**config.mk**
```make
export PLATFORM = sky130hd
export DESIGN_NAME = ifu_fetch
export DESIGN_NICKNAME = d
export VERILOG_FILES = /design/src/rtl/ifu_fetch.sv
export SDC_FILE = /design/constraint.sdc
export NUM_CORES = 1
export LEC_CHECK = 0
export BUFFER_PORTS_ARGS = -buffer_cell sky130_fd_sc_hd__buf_2
export CORE_MARGIN = 3
export CORE_UTILIZATION = 44
export DETAILED_ROUTE_END_ITERATION = 12
export PLACE_DENSITY = 0.78
export SYNTH_ARGS = -nofsm -noshare
export SYNTH_HDL_FRONTEND = slang
export SYNTH_SLANG_ARGS = --single-unit
```
**constraint.sdc**
```tcl
create_clock -name i_clk -period 1.45 [get_ports i_clk]
set_input_delay 0.2175 -clock i_clk [delete_from_list [all_inputs] [get_ports i_clk]]
set_output_delay 0.2175 -clock i_clk [all_outputs]
set_load 0.02 [all_outputs]
```
**src/rtl/ifu_fetch.sv**
```systemverilog
// ----------------------------------------------------------------------------
// ifu_fetch
//
// Instruction-fetch stage that sits directly after the PC register. It takes
// the current PC, reads the matching word from instruction memory over a
// req/ack handshake, and hands it to decode over a valid/ready handshake.
// o_pc_stall tells the next-PC mux whether the PC may advance. The PC advances
// only when decode accepts an instruction or when a flush redirects the PC.
//
// Each instruction walks LOAD -> FETCH -> HOLD. A misaligned PC or a memory
// that never acknowledges parks the stage in ERR until reset.
//
// Optional build macro:
//   FETCH_RANGE_CHK_EN - traps PCs outside [ADDR_BASE, ADDR_BASE + 4*IM_WORDS)
//                        in LOAD instead of letting im_addr wrap.
//
// Ports:
//   i_clk           clock, all state changes on the rising edge
//   i_reset         synchronous active-low reset
//   i_pc            current PC from the PC register
//   o_pc_stall      1 = next-PC logic must hold the current PC
//   i_flush         redirect; drops any in-flight or held instruction
//   o_im_req        instruction-memory request
//   o_im_addr       instruction-memory word address
//   i_im_ack        memory acknowledge, i_im_rdata valid in the same cycle
//   i_im_rdata      instruction word from memory
//   o_instr         fetched instruction
//   o_instr_valid   o_instr holds a valid instruction
//   i_instr_ready   decode accepts o_instr
//   o_fetch_err     sticky fetch trap
// ----------------------------------------------------------------------------
module ifu_fetch #(
    parameter logic [31:0] ADDR_BASE = 32'h00003000,
    parameter int          IM_AW     = 10,
    parameter int          IM_WORDS  = 1024,
    parameter int          TIMEOUT   = 15
) (
    input  logic             i_clk,
    input  logic             i_reset,
    input  logic [31:0]      i_pc,
    output logic             o_pc_stall,
    input  logic             i_flush,
    output logic             o_im_req,
    output logic [IM_AW-1:0] o_im_addr,
    input  logic             i_im_ack,
    input  logic [31:0]      i_im_rdata,
    output logic [31:0]      o_instr,
    output logic             o_instr_valid,
    input  logic             i_instr_ready,
    output logic             o_fetch_err
);

    typedef enum logic [1:0] {
        LOAD  = 2'd0,
        FETCH = 2'd1,
        HOLD  = 2'd2,
        ERR   = 2'd3
    } stateT;

    stateT       r_state;
    stateT       w_nextState;
    logic [31:0] r_reqPc;
    logic [31:0] r_instr;
    logic        r_instrValid;
    logic        r_fetchErr;
    logic [7:0]  r_count;

    logic [31:0] w_offset;
    logic        w_unusedOffsetBits;
    logic        w_misaligned;
    logic        w_outOfRange;
    logic        w_flushActive;
    logic        w_ackTaken;

    // The word address comes from the PC latched in LOAD. It therefore stays
    // stable for the whole request even if the PC input moves. Only the word
    // bits inside the memory are kept. Any higher bits wrap silently.
    assign w_offset           = r_reqPc - ADDR_BASE;
    assign o_im_addr          = w_offset[IM_AW+1:2];
    assign w_unusedOffsetBits = ^{w_offset[31:IM_AW+2], w_offset[1:0]};

    assign w_misaligned = (i_pc[1:0] != 2'b00);

`ifdef FETCH_RANGE_CHK_EN
    // The upper bound is computed one bit wider so that a base near the top of
    // the address space cannot overflow the comparison.
    localparam logic [32:0] RANGE_END = {1'b0, ADDR_BASE} + 33'(4 * IM_WORDS);

    assign w_outOfRange = (i_pc < ADDR_BASE) || ({1'b0, i_pc} >= RANGE_END);
`else
    localparam int unusedImWords = IM_WORDS;

    assign w_outOfRange = 1'b0;
`endif

    // ERR deliberately ignores flush. Only a reset can clear a trap.
    assign w_flushActive = i_flush && (r_state != ERR);

    // An acknowledge counts only while a request is actually on the bus.
    assign w_ackTaken = (r_state == FETCH) && i_im_ack && !w_flushActive;

    // Next-state and handshake outputs. Flush beats both ack and ready.
    // Reset is applied last so that it forces the request low and the stall
    // high in the reset cycle, whatever state the FSM was in.
    always_comb begin
        w_nextState = r_state;
        o_im_req    = 1'b0;
        o_pc_stall  = 1'b1;

        case (r_state)
            LOAD: begin
                if (w_misaligned || w_outOfRange) begin
                    w_nextState = ERR;
                end else begin
                    w_nextState = FETCH;
                end
            end
            FETCH: begin
                o_im_req = 1'b1;
                if (i_im_ack) begin
                    w_nextState = HOLD;
                end else if (r_count == 8'(TIMEOUT - 1)) begin
                    w_nextState = ERR;
                end
            end
            HOLD: begin
                o_pc_stall = !i_instr_ready;
                if (i_instr_ready) begin
                    w_nextState = LOAD;
                end
            end
            ERR: begin
                w_nextState = ERR;
            end
            default: begin
                w_nextState = LOAD;
            end
        endcase

        if (w_flushActive) begin
            w_nextState = LOAD;
            o_im_req    = 1'b0;
            o_pc_stall  = 1'b0;
        end

        if (!i_reset) begin
            w_nextState = LOAD;
            o_im_req    = 1'b0;
            o_pc_stall  = 1'b1;
        end
    end

    // State register plus the datapath registers.
    // - The FETCH cycle counter is cleared in LOAD, so every new request gets
    //   the full TIMEOUT budget.
    // - Valid follows entry into HOLD. This clears it on handoff, on flush and
    //   on a trap.
    // - The error flag only ever sets. ERR is never left except through reset.
    always_ff @(posedge i_clk) begin
        if (!i_reset) begin
            r_state      <= LOAD;
            r_reqPc      <= 32'h0;
            r_instr      <= 32'h0;
            r_instrValid <= 1'b0;
            r_fetchErr   <= 1'b0;
            r_count      <= 8'h0;
        end else begin
            r_state      <= w_nextState;
            r_instrValid <= (w_nextState == HOLD);

            if (r_state == LOAD) begin
                r_reqPc <= i_pc;
                r_count <= 8'h0;
            end else if (r_state == FETCH) begin
                r_count <= r_count + 8'h1;
            end

            if (w_ackTaken) begin
                r_instr <= i_im_rdata;
            end

            if (w_nextState == ERR) begin
                r_fetchErr <= 1'b1;
            end
        end
    end

    assign o_instr       = r_instr;
    assign o_instr_valid = r_instrValid;
    assign o_fetch_err   = r_fetchErr;

endmodule
```
; ---- Word level (Yosys, flattened, before mapping)
; Index checks and enable logic that the tools add are counted.
[totals]
ff_bits = 56
inputBits = 69
output_inout_bits = 46
wordCells = 37
[classes]
addsub = 2
eq_ne = 7
n_mux = 13
n_bitwise = 1
reduce_logical = 8
[ops]
columns = operator, n
row1 = $mux 2, 6
row2 = $sub 12x1->12 const B, 1
row3 = $add 8x1->8 const B, 1
row4 = $eq 2x2->1 const B, 4
row5 = $eq 8x4->1 const B, 1
row6 = $pmux 2 s4, 1
row7 = $mux 1, 6
row8 = $logic_and 1x1->1, 3
row9 = $eq 2x1->1 const B, 1
row10 = $logic_not 1->1, 2
row11 = $logic_not 2->1, 1
row12 = $ne 2x2->1 const B, 1
row13 = $reduce_bool 2->1, 1
row14 = $reduce_or 2->1, 1
row15 = $not 1->1, 1

; ---- Logic depth before layout (Yosys ltp)
[logic_depth]
depth_word = 7
ltp_mapped = 5
mapped_depth_nobuf = 5

; ---- Worst setup path before layout
; Ideal clock, no wire load.
[synth_timing]
path_kind = register to register
from = register r_count[0]
to = register r_fetchErr (netlist: o_fetch_err)
setup_ns = 0.129
arrival_time_ns = 1.193
t_required_ns = 1.321
slack_ns = 0.128
stages_incl_launch_ff = 6
n_path_buf = 0
period_less_slack_ns = 1.322
cell_sequence = dfxtp_1 inv_1 ha_1 nor4b_2 a311oi_1 o41ai_1
[synth_via]
elab_chain_len = 7
[synth_rtl]
columns = item, line_no
row1 = "start, declared", 66  ; logic [7:0] r_count;
row2 = "start signal, assigned", 175  ; r_count <= r_count + 8'h1;
row3 = $eq 8x4->1, 122  ; end else if (r_count == 8'(TIMEOUT - 1)) begin
row4 = $mux 2, 122
row5 = $mux 2, 120  ; if (i_im_ack) begin
row6 = $pmux 2 s4, 110  ; case (r_state)
row7 = $mux 2, 140  ; if (w_flushActive) begin
row8 = $mux 2, 146  ; if (!i_reset) begin
row9 = $eq 2x2->1, 182  ; if (w_nextState == ERR) begin
row10 = "end signal, assigned", 165  ; r_fetchErr <= 1'b0;
row11 = "end signal, assigned", 183  ; r_fetchErr <= 1'b1;
row12 = "end, declared", 65  ; logic r_fetchErr;
; Every way passes these cells.
; A chain may end at the register's enable or synchronous reset.

; ---- Final worst setup path
[layout_timing]
from = register r_state[1]
to = output o_pc_stall
[layout_via]
elab_chain_len = 4
elab_cells_between_ends = 6
cone_classes = eq/ne: 2 / mux: 3 / reduce/logical: 1
[layout_rtl]
columns = item, line_no
row1 = "start, declared", 60  ; stateT r_state;
row2 = "start signal, assigned", 168  ; r_state <= w_nextState;
row3 = $eq 2x2->1 / $ne 2x2->1 (equally long branches), "110, 97"
row4 = $mux 1 / $logic_and 1x1->1 (equally long branches), "110, 97"
row5 = $mux 1 (*), 140
row6 = $mux 1 (*), 146
row7 = "end, declared", 41  ; output logic o_pc_stall,
; Every way passes the cells marked *; elsewhere a longest branch is shown, timed or not.

==> impl_summary.md <==
Status
The run finished with clean final reports.

Finish
The number of antenna diodes in the final layout is 0. Of the cells placed in the final design, the portion with a size suffix greater than 1 is 39.44%. The area of all placed cells without fillers is 3057 µm².

The number of nets in the final layout is 430. The share of the core filled with cells in the final layout is 64.29%. The number of standard cells in the layout, taps in and fillers out is 427. From synthesis to final layout, the design area changed by 39.84%.

Placed design
The final weighted congestion in routability-driven placement is 0.7267. The cell count after placement is 415. The setup slack at placement is 0.008883 ns. Summing all placed instances gives a cell area of 2806 µm². The placed wire-length estimate is 3.775 mm. In this run the tool buffered the top-level ports with 94 buffer cells.

Detailed routing
After detailed routing, the number of remaining DRC violations is 0. The count of nets left with antenna violations once routing finished came out at 0. The total routed wirelength is 5.229 mm. The average detailed-routed wire length per instance is 12.25 µm. The pre-antenna-repair detailed-routing pass consisted of 6 iterations.

The first routing iteration left 64 violations. Across all layers, the routed design uses 2,073 vias. Using the TritonRoute via totals, the vias-per-cell ratio works out to 4.855.

Floorplanning
The overall die width is 76.48 µm. Row generation in the floorplan step produced 25 rows. The area of the core is 4755 µm². The effective utilization at floorplan is 45.97%.

The floorplan step defined a die boundary enclosing 5849 µm². During I/O placement, the number of pins put on the boundary was 115. Measured along the y axis, the die boundary spans 76.48 µm.

Timing
The final number of max-transition violations is 0. Setup repair after global routing could not meet its margin everywhere. Adding up every negative setup slack in the final design gives 0 ns. Dividing the final minimum period by the clock period gives 99.60%.

After layout, the worst setup slack is 0.005846 ns. The slew at the pin closest to its max-slew limit is 0.4079 ns. The number of endpoints with negative hold slack in the final report is 0.

The achievable clock frequency is 692.4 MHz. Hold is met by 0.1294 ns. Between clock sinks in the finished design, the worst skew comes to 0.009753 ns. The number of endpoints failing setup at the final stage is 0. The worst slew slack as a fraction of its limit is 72.80%. The final period demand of the worst path is 1.444 ns.

Worst setup path
The type of the worst setup path is reg -> out. The worst register-to-register path begins at r_state[1]. The capture point of the critical path is o_pc_stall. The slowest stage of the critical path belongs to the cell sky130_fd_sc_hd__dfxtp_4.

The number of cells on the worst reg-to-reg path is 5. The startpoint type of the worst setup path is a flop. The endpoint type of the worst setup path is an output port.

In this run the worst setup path begins at r_state[1]. Traced cell by cell, the critical path runs through buf_6, a21oi_4, a21oi_2, nand2_1, buf_6. The setup slack of the most critical reg-to-reg path is 0.03 ns.

In this run the critical register-to-register path is captured at r_count[6]. Along the worst path, the maximum fanout reaches 5. The data required time at the worst endpoint is 1.23 ns. Data on the critical path arrives at its endpoint at 1.23 ns. In this design, the critical path's most frequently occurring cell is sky130_fd_sc_hd__buf_6. The largest single stage delay on the critical path is 0.38 ns.

GRT
The number of global-route vias before repair came to 1,983. The first global-routing pass estimated 8.894 mm of wire. The number of antenna violations at the first check in global routing is 0.

After global routing the overflow that remains totals 0. The total global routing track utilization is 18.28%. The largest net degree at the start of global routing is 37.

Clock tree
In this run the clock root is driven by a sky130_fd_sc_hd__clkbuf_8. TritonCTS built the clock tree. The clock drives 54 sinks. The CTS buffer count is 5.

The maximum buffer depth of the clock tree is 2. The hold buffer count at cts is 0. After clock tree synthesis, the clock-pin slew on the worst setup and hold paths is 0.10 ns. The clock latency on the worst-skew pair is 0.31 ns. CTS built an H-tree with a depth of 2.

Power and ir drop
Power spread over the standard cell area amounts to 1001 nW/µm². The final total power is 3.059 mW. The worst IR drop on VDD is 0.0006912 V. In this run the static leakage power is 1.355 nW.

Yosys
The number of enable-type register cells in the synthesized netlist is 0. The cell count after synthesis came out at 254. The area share of the leading cell type in the synthesized netlist is 49.46%.

For this run, asynchronously set or reset flops after synthesis account for 0%. Counting flops and latches in the post-synthesis netlist gives 54. The synthesized area divided by synthesized cell count is 8.606 µm². The number of warning messages in the yosys log is 0. sky130_fd_sc_hd__dfxtp_1 takes more of the synthesized area than any other cell.

Counting distinct cell types in the post-synthesis netlist gives 37. The number of nets handed over by synthesis was 325. Summing every instance area after synthesis gives 2186 µm². The most used flip-flop cell after synthesis is sky130_fd_sc_hd__dfxtp_1. Counting instances in the post-synthesis netlist gives the leading cell types as sky130_fd_sc_hd__nand2_1 (91), sky130_fd_sc_hd__dfxtp_1 (54), sky130_fd_sc_hd__a21boi_0 (22).

The most used standard cell by instance count after synthesis is sky130_fd_sc_hd__nand2_1. The post-synthesis sequential area ratio is 49.46%. After synthesis, the cell types taking the most area are sky130_fd_sc_hd__dfxtp_1 (49%), sky130_fd_sc_hd__nand2_1 (16%), sky130_fd_sc_hd__a21boi_0 (7.6%).

Min path
The worst min-delay path category is in -> reg. The startpoint identified for the worst hold timing path is i_im_rdata[25].

Job
Max-cap violations in this run came to 0.
worst min-delay path by stage:
| stage | slack, ns | to | cells past startpoint |
|---|---|---|---|
| after floorplan | 0.35 | o_instr[0] | 2 |
| after global placement | 0.44 | o_instr[2] | 2 |
| after detailed placement | 0.44 | o_fetch_err | 2 |
| after CTS | 0.12 | o_instr[29] | 3 |
| after global routing | 0.11 | o_instr[29] | 3 |
| final | 0.13 | o_instr[25] | 3 |
worst max-delay path: cells and delay by family (launching register included):
kind / cells / cell delay (ns)
AOI/OAI and AO/OA: 2 / 0.18
DFF: 1 / 0.38
and+or+nand+nor: 1 / 0.08
buffers and inverters: 2 / 0.27
area by class of cell:
cell class | count | area [µm²]
Fill cell | 438 | 1698
Multi-Input combinational cell | 181 | 1090
Sequential cell | 54 | 1089
Timing Repair Buffer | 114 | 665.6
Tap cell | 67 | 83.83
Clock buffer | 5 | 68.82
Clock inverter | 3 | 48.80
Inverter | 3 | 11.26
registers in the layout (all words and copies together), names as in the netlist:
signal,flops
o_instr_valid,1
r_state,2
r_count,8
o_instr,32
r_reqPc,10
o_fetch_err,1
what timing repair did:
item	CTS	global route
resized for setup	13	13
pin swaps	1	4
setup endpoints to repair	3	17
cloned	1	0
setup buffers	3	2
logic make-up (layout without fill, tap and decap cells):
family                     Yosys count  after routing  share of synthesized area [%]
AOI/OAI and AO/OA                   63             63                          20.55
DFF                                 54             54                          49.46
adders and majority gates            2              2                          1.145
xor gates and xnor gates             1              1                         0.4008
and+or+nand+nor                    115            115                          24.33
buffers and inverters               19            125                          4.121
placed cells by master, fill, tap and decap left out, types with 4 or more instances in the layout:
cell	Yosys	final
sky130_fd_sc_hd__a21boi_1	21	21
sky130_fd_sc_hd__buf_2	9	92
sky130_fd_sc_hd__dfxtp_1	54	50
sky130_fd_sc_hd__buf_6	1	4
sky130_fd_sc_hd__clkbuf_8	0	5
sky130_fd_sc_hd__nand2_1	91	90
sky130_fd_sc_hd__a21oi_1	7	5
sky130_fd_sc_hd__o21ai_0	5	5
sky130_fd_sc_hd__a21boi_0	22	22
sky130_fd_sc_hd__buf_4	0	16
layer usage:
| layer | vias to the layer above | share of wire, % | track usage (%) | wire length (µm) |
|---|---|---|---|---|
| met5 | - | 0 | 0 | 0 |
| met4 | 0 | 1.3 | 5.435 | 66 |
| met3 | 9 | 6.9 | 4.255 | 363 |
| met2 | 75 | 49 | 31.90 | 2571 |
| met1 | 933 | 43 | 22.30 | 2228 |
| li1 | 1056 | - | - | - |
report_power, final:
part	switching, mW	internal, mW	leakage (nW)
combinational	0.245	0.210	0.858
sequential	0.0311	1.54	0.441
clock	0.510	0.526	0.0563
Power figures use the tool's default switching activity.
